<file path="config.mk">
export PLATFORM = sky130hd
export DESIGN_NAME = fp_div_seq
export DESIGN_NICKNAME = d
export VERILOG_FILES = /design/src/rtl/fp_div_seq.sv
export SDC_FILE = /design/constraint.sdc
export NUM_CORES = 1
export LEC_CHECK = 0
export BUFFER_PORTS_ARGS = -buffer_cell sky130_fd_sc_hd__buf_4
export CORE_MARGIN = 2
export CORE_UTILIZATION = 60
export DETAILED_ROUTE_END_ITERATION = 7
export PLACE_DENSITY = 0.89
export SYNTH_ARGS = -nofsm -noshare
export SYNTH_HDL_FRONTEND = slang
export SYNTH_SLANG_ARGS = --single-unit
export TNS_END_PERCENT = 20
</file>
<file path="constraint.sdc">
create_clock -name clk -period 3.5 [get_ports clk]
set_input_delay 0.35 -clock clk [delete_from_list [all_inputs] [get_ports clk]]
set_output_delay 0.35 -clock clk [all_outputs]
set_load 0.02 [all_outputs]
</file>
<file path="src/rtl/fp_div_seq.sv">
// rtl/fp_div_seq.sv - sequential restoring-division floating-point divider
// Optional build macro: FP_DIV_RNE_EN (round-to-nearest-even; truncation otherwise)
module fp_div_seq #(
  parameter int EXP_W = 8,
  parameter int MAN_W = 23
) (
  input  logic                   clk,
  input  logic                   rst_n,
  input  logic                   start,
  input  logic [EXP_W+MAN_W:0]   A,
  input  logic [EXP_W+MAN_W:0]   B,
  output logic [EXP_W+MAN_W:0]   C,
  output logic                   ready,
  output logic                   valid,
  output logic                   div_by_zero
);

  localparam int W      = 1 + EXP_W + MAN_W;
  localparam int CNT_W  = $clog2(MAN_W + 3);
  localparam int BIAS_I = (1 << (EXP_W - 1)) - 1;
  localparam int EMAX_I = (1 << EXP_W) - 1;
  localparam logic signed [EXP_W+1:0] BIAS = BIAS_I[EXP_W+1:0];
  localparam logic signed [EXP_W+1:0] EMAX = EMAX_I[EXP_W+1:0];
  localparam logic signed [EXP_W+1:0] ONE  = {{(EXP_W+1){1'b0}}, 1'b1};
  localparam logic [CNT_W-1:0] LAST_STEP   = CNT_W'(MAN_W + 2);

`ifdef FP_DIV_RNE_EN
  localparam logic RNE = 1'b1;
`else
  localparam logic RNE = 1'b0;
`endif

  typedef enum logic [2:0] {IDLE, UNPACK, DIVIDE, NORM, ROUND, DONE} state_t;

  state_t                  state;
  logic [W-1:0]            a_r;
  logic [W-1:0]            b_r;
  logic signed [EXP_W+1:0] exp_r;
  logic [MAN_W:0]          mb_r;
  logic [MAN_W+1:0]        rem;
  logic [MAN_W+2:0]        quo;
  logic                    sticky;
  logic [CNT_W-1:0]        cnt;
  logic                    spec;
  logic [W-1:0]            res;
  logic                    res_dbz;

  // operand fields; exponent zero means zero or denormal, both treated as zero
  logic               sa, sb, sgn;
  logic [EXP_W-1:0]   ea, eb;
  logic [MAN_W-1:0]   fa, fb;
  logic               za, zb, ia, ib, na, nb;

  assign sa  = a_r[W-1];
  assign sb  = b_r[W-1];
  assign sgn = sa ^ sb;
  assign ea  = a_r[W-2:MAN_W];
  assign eb  = b_r[W-2:MAN_W];
  assign fa  = a_r[MAN_W-1:0];
  assign fb  = b_r[MAN_W-1:0];
  assign za  = (ea == '0);
  assign zb  = (eb == '0);
  assign ia  = (ea == '1) && (fa == '0);
  assign ib  = (eb == '1) && (fb == '0);
  assign na  = (ea == '1) && (fa != '0);
  assign nb  = (eb == '1) && (fb != '0);

  logic [W-1:0] zero_v, inf_v, qnan_v;
  assign zero_v = {sgn, {(W-1){1'b0}}};
  assign inf_v  = {sgn, {EXP_W{1'b1}}, {MAN_W{1'b0}}};
  assign qnan_v = {1'b0, {EXP_W{1'b1}}, 1'b1, {(MAN_W-1){1'b0}}};

  // special-operand classification, priority NaN > inf dividend > zero divisor > zero > inf divisor
  logic         is_spec;
  logic [W-1:0] spec_res;
  logic         spec_dbz;
  always_comb begin
    is_spec  = 1'b1;
    spec_dbz = 1'b0;
    spec_res = zero_v;
    if (na || nb || (za && zb) || (ia && ib)) begin
      spec_res = qnan_v;
    end else if (ia) begin
      spec_res = inf_v;
    end else if (zb) begin
      spec_res = inf_v;
      spec_dbz = 1'b1;
    end else if (za || ib) begin
      spec_res = zero_v;
    end else begin
      is_spec = 1'b0;
    end
  end

  // one restoring-division step: subtract divisor when it fits
  logic             q_bit;
  logic [MAN_W+1:0] rem_n;
  always_comb begin
    q_bit = (rem >= {1'b0, mb_r});
    rem_n = q_bit ? (rem - {1'b0, mb_r}) : rem;
  end

  // rounding, exponent adjustment and overflow/underflow packing of the normalised quotient
  logic [MAN_W:0]          mant;
  logic                    grd, rnd, inc, carry;
  logic [MAN_W+1:0]        sum;
  logic signed [EXP_W+1:0] e_f;
  logic [MAN_W-1:0]        frac;
  logic [W-1:0]            rnd_res;
  always_comb begin
    mant  = quo[MAN_W+2:2];
    grd   = quo[1];
    rnd   = quo[0];
    inc   = RNE & grd & (rnd | sticky | mant[0]);
    sum   = {1'b0, mant} + {{(MAN_W+1){1'b0}}, inc};
    carry = sum[MAN_W+1];
    e_f   = exp_r + $signed({{(EXP_W+1){1'b0}}, carry});
    frac  = carry ? '0 : sum[MAN_W-1:0];
    if (!(carry || sum[MAN_W]) || (e_f <= 0)) begin
      rnd_res = zero_v;
    end else if (e_f >= EMAX) begin
      rnd_res = inf_v;
    end else begin
      rnd_res = {sgn, e_f[EXP_W-1:0], frac};
    end
  end

  // control FSM with registered outputs; special results publish from DONE, normal ones on DONE entry
  always_ff @(posedge clk or negedge rst_n) begin
    if (!rst_n) begin
      state       <= IDLE;
      a_r         <= '0;
      b_r         <= '0;
      exp_r       <= '0;
      mb_r        <= '0;
      rem         <= '0;
      quo         <= '0;
      sticky      <= 1'b0;
      cnt         <= '0;
      spec        <= 1'b0;
      res         <= '0;
      res_dbz     <= 1'b0;
      C           <= '0;
      ready       <= 1'b1;
      valid       <= 1'b0;
      div_by_zero <= 1'b0;
    end else begin
      valid <= 1'b0;
      case (state)
        IDLE: begin
          if (start) begin
            a_r   <= A;
            b_r   <= B;
            ready <= 1'b0;
            state <= UNPACK;
          end
        end
        UNPACK: begin
          exp_r   <= $signed({2'b00, ea}) - $signed({2'b00, eb}) + BIAS;
          rem     <= {1'b0, 1'b1, fa};
          mb_r    <= {1'b1, fb};
          quo     <= '0;
          sticky  <= 1'b0;
          cnt     <= '0;
          spec    <= is_spec;
          res     <= spec_res;
          res_dbz <= spec_dbz;
          state   <= is_spec ? DONE : DIVIDE;
        end
        DIVIDE: begin
          quo <= {quo[MAN_W+1:0], q_bit};
          rem <= {rem_n[MAN_W:0], 1'b0};
          cnt <= cnt + 1'b1;
          if (cnt == LAST_STEP) begin
            sticky <= (rem_n != '0);
            state  <= NORM;
          end
        end
        NORM: begin
          if (!quo[MAN_W+2]) begin
            quo   <= {quo[MAN_W+1:0], 1'b0};
            exp_r <= exp_r - ONE;
          end
          state <= ROUND;
        end
        ROUND: begin
          C           <= rnd_res;
          div_by_zero <= 1'b0;
          valid       <= 1'b1;
          state       <= DONE;
        end
        DONE: begin
          if (spec) begin
            C           <= res;
            div_by_zero <= res_dbz;
            valid       <= 1'b1;
          end
          ready <= 1'b1;
          state <= IDLE;
        end
        default: state <= IDLE;
      endcase
    end
  end

endmodule

</file>
==> summary.txt <==
Status
  • Outcome: complete, but fails checks
  • Failing checks: negative hold slack

Final layout
  • Finished Cell Area: 11700 um2
  • Most common cell after layout, fill and taps aside: dfrtp_1
  • Most frequent cells in the layout: 196 x dfrtp_1, 125 x nand2_1, 114 x buf_4, 91 x o21ai_0, 56 x mux2_2
  • Register area: 4930 um2
  • Multi-input logic area: 4820 um2
  • Antenna diodes: 0
  • Share of cells above drive strength 1: 0.201
  • Fill count: 1226
  • Final nets: 1210
  • Core Util, Final: 0.705
  • P&R area growth vs syn: 15.2%

STA
  • Min cycle time layout: 3.16 ns
  • Number of hold violations in the final report: 3
  • Least-Margin Pin Slew: 0.986 ns
  • # setup viols final: 0
  • Skew final: 0.0136 ns
  • Hold_ws: -0.00972 ns
  • Final Max Tran Viols: 0
  • Setup repair after global routing missed its margin: no
  • Final WS setup: 0.335 ns
  • Fin Setup TNS: 0 ns
  • Max Fclk: 316 MHz
  • Rel. slew slack: 0.343
  • Crit share post-route: 0.904

GRT
  • Largest net degree at the start of global routing: 103
  • First-pass GRT wire length: 40700 um
  • GRT Util Overall: 0.284
  • Initial antenna violation count: 0
  • Vias in the first global route: 8175
  • Total grt overflow: 0

Die
  • Die area: 18000 um2
  • Core ar.: 16600 um2
  • Initial Util: 0.612
  • Die extent in x: 134 um
  • Top Ports: 102
  • Row cnt: 47
  • Die height: 134 um

Logic synthesis
  • Mapped Cells: 1026
  • Syn_nets: 1132
  • Yosys top cell by area: dfrtp_1
  • Largest cells by area after synthesis: dfrtp_1 48%, mux2_2 6.2%, nand2_1 4.6%, ha_1 4.6%, o21ai_0 4.5%
  • Ys async rst share: 1.00
  • Dominant synthesized flop cell: dfrtp_1
  • Count of different cell masters after synthesis: 66
  • Synth Register Bits: 197
  • Synth Area per Inst: 9.89 um2
  • Share of the yosys chip area belonging to registers: 0.486
  • Mapped cell area: 10100 um2
  • Post-synth EDFFs: 0
  • Synth warn: 0
  • Top cell type's share of synthesized area: 0.483

Placement
  • Area after DPL: 11100 um2
  • DP HPWL: 17000 um
  • Setup Slack @ Placement: 0.338 ns
  • Gpl congestion: 0.942
  • IO Port Bufs: 101

Min path
  • Hold WC Path Type: primary input to asynchronous set/reset pin

Job
  • Max-cap viol count: 0

CTS
  • Clk buf depth: 2
  • Clk sinks: 197
  • CTS Buf Count: 17
  • H-tree Lvls: 4
  • Clk_lat worst skew: 0.45 ns
  • Setup Buffers After CTS: 0
  • Clock transition at the registers of the reported paths: 0.07 ns
  • CTS Hold Buffers Added: 0
  • CTS tree: built
  • Root buffer cell: clkbuf_16
  • # resized after CTS: 0

Power
  • PD cells: 1080 nW/um2
  • Net Switching: 5.66 mW
  • Power share of the combinational group: 0.541
  • Int Power: 6.94 mW
  • Leak Pwr: 5.28 nW
  • Clock power share: 0.151
  • Sw Share: 0.449
  • Reg power frac: 0.307
  • VDD IR max: 0.652 mV

Worst setup path
  • Flop2flop setup slack: 0.34 ns
  • Reg-to-Reg Start: rem[8]$_DFFE_PN0P_
  • Element type at the critical path start: flip-flop
  • CP endpoint kind: flip-flop
  • Critical Path RT: 3.83 ns
  • Critical Path AT: 3.49 ns
  • Worst-case reg-to-reg path depth: 8
  • Crit Path Class: flip-flop to flip-flop
  • Worst-path maximum fanout: 24
  • Reg2reg end: rem[1]$_DFFE_PN0P_

Route
  • Via count: 8377
  • Wire per inst: 18.4 um
  • DRT Pass-1 Iters: 5
  • DR iter-0 viols: 685
  • Routed Antenna Nets: 0
  • DR vias/cell: 6.27
  • Final wirelength: 24600 um
  • Drt drc: 0
-- stage by stage --
| step | cells | total power, mW |
|---|---|---|
| after detailed placement | 1305 | 10.5 |
| after global placement | 1305 | 10.3 |
| after global routing | 1337 | 13.5 |
| after CTS | 1337 | 12.5 |
| after floorplan | 1026 | 8.83 |
| final | 1337 | 12.6 |
-- cell families after synthesis --
kind of cell    share of synthesized area
simple gates                        0.146
compound gates                      0.189
flops                               0.486
buf+inv                            0.0406
mux                                0.0631
fa+ha+maj                          0.0496
xor+xnor                           0.0259
-- power groups by stage --
stage	combinational [mW]	sequential [mW]	clock [mW]
after CTS	6.75	3.86	1.93
after global routing	7.53	3.98	2.02
after detailed placement	6.63	3.89	0
after floorplan	5.11	3.72	0
after global placement	6.47	3.84	0
final	6.82	3.87	1.90
-- area by class of cell --
| type | count | share of cell area |
|---|---|---|
| Sequential cell | 197 | 0.422 |
| Multi-Input combinational cell | 723 | 0.412 |
| Timing Repair Buffer | 117 | 0.0778 |
| Clock buffer | 18 | 0.0376 |
| Tap cell | 220 | 0.0236 |
| Inverter | 48 | 0.0154 |
| Clock inverter | 14 | 0.0112 |
-- worst max-delay path: stages (launching register included) --
cell,delay [ns]
dfrtp_1,0.40
ha_1,0.43
nand2_1,0.08
o21ai_0,0.40
a21o_1,0.21
o21a_1,0.20
o31a_1,0.81
o21ai_0,0.23
a31o_2,0.30
-- registers in the layout, summed over array words and instances, names as in the netlist --
signal / cells
C: 32
a_r: 32
b_r: 32
quo: 26
rem: 25
mb_r: 24
exp_r: 10
cnt: 5
res: 3
state: 3
div_by_zero: 1
ready: 1
res_dbz: 1
spec: 1
valid: 1
-- metal layers --
metal | share of wire | GRT usage
met1 | 0.42 | 0.371
met3 | 0.052 | 0.0435
met5 | 0 | 0
met2 | 0.50 | 0.482
met4 | 0.026 | 0.112
-- Yosys cell counts, types with 3 or more instances --
master and n:
a21oi_1 45, mux2_2 56, nor4_1 17, nand4_1 12, o21ai_0 91, nor3_1 15
and2_1 5, a31o_2 4, or3_1 8, xor2_1 11, or2_2 4, nor2_1 43
dfrtp_1 196, nand3_1 41, a22o_1 50, buf_2 5, nand3b_1 5, xnor2_1 19
inv_1 47, buf_1 3, o21bai_1 4, o21ai_1 3, and3_1 13, a31oi_1 22
o211ai_1 3, nor2b_1 8, nand2_1 125, o31a_1 4, a21o_1 11, nand2b_1 6
o41ai_1 10, o21a_1 7, ha_1 37, a211oi_1 4, clkbuf_1 49
-- worst max path at each step --
| stage | start | endpoint | slack (ns) | depth (start not counted) |
|---|---|---|---|---|
| floorplan | a_r[23]$_DFFE_PN0P_ | exp_r[8]$_DFFE_PN0P_ | 0.81 | 11 |
| global placement | rem[8]$_DFFE_PN0P_ | rem[1]$_DFFE_PN0P_ | 0.52 | 8 |
| detailed placement | rem[8]$_DFFE_PN0P_ | rem[1]$_DFFE_PN0P_ | 0.34 | 8 |
| CTS | rem[8]$_DFFE_PN0P_ | rem[1]$_DFFE_PN0P_ | 0.32 | 8 |
| global route | rem[8]$_DFFE_PN0P_ | rem[1]$_DFFE_PN0P_ | 0.19 | 8 |
| finish | rem[8]$_DFFE_PN0P_ | rem[1]$_DFFE_PN0P_ | 0.34 | 8 |
(Power assumes the default switching activity.)
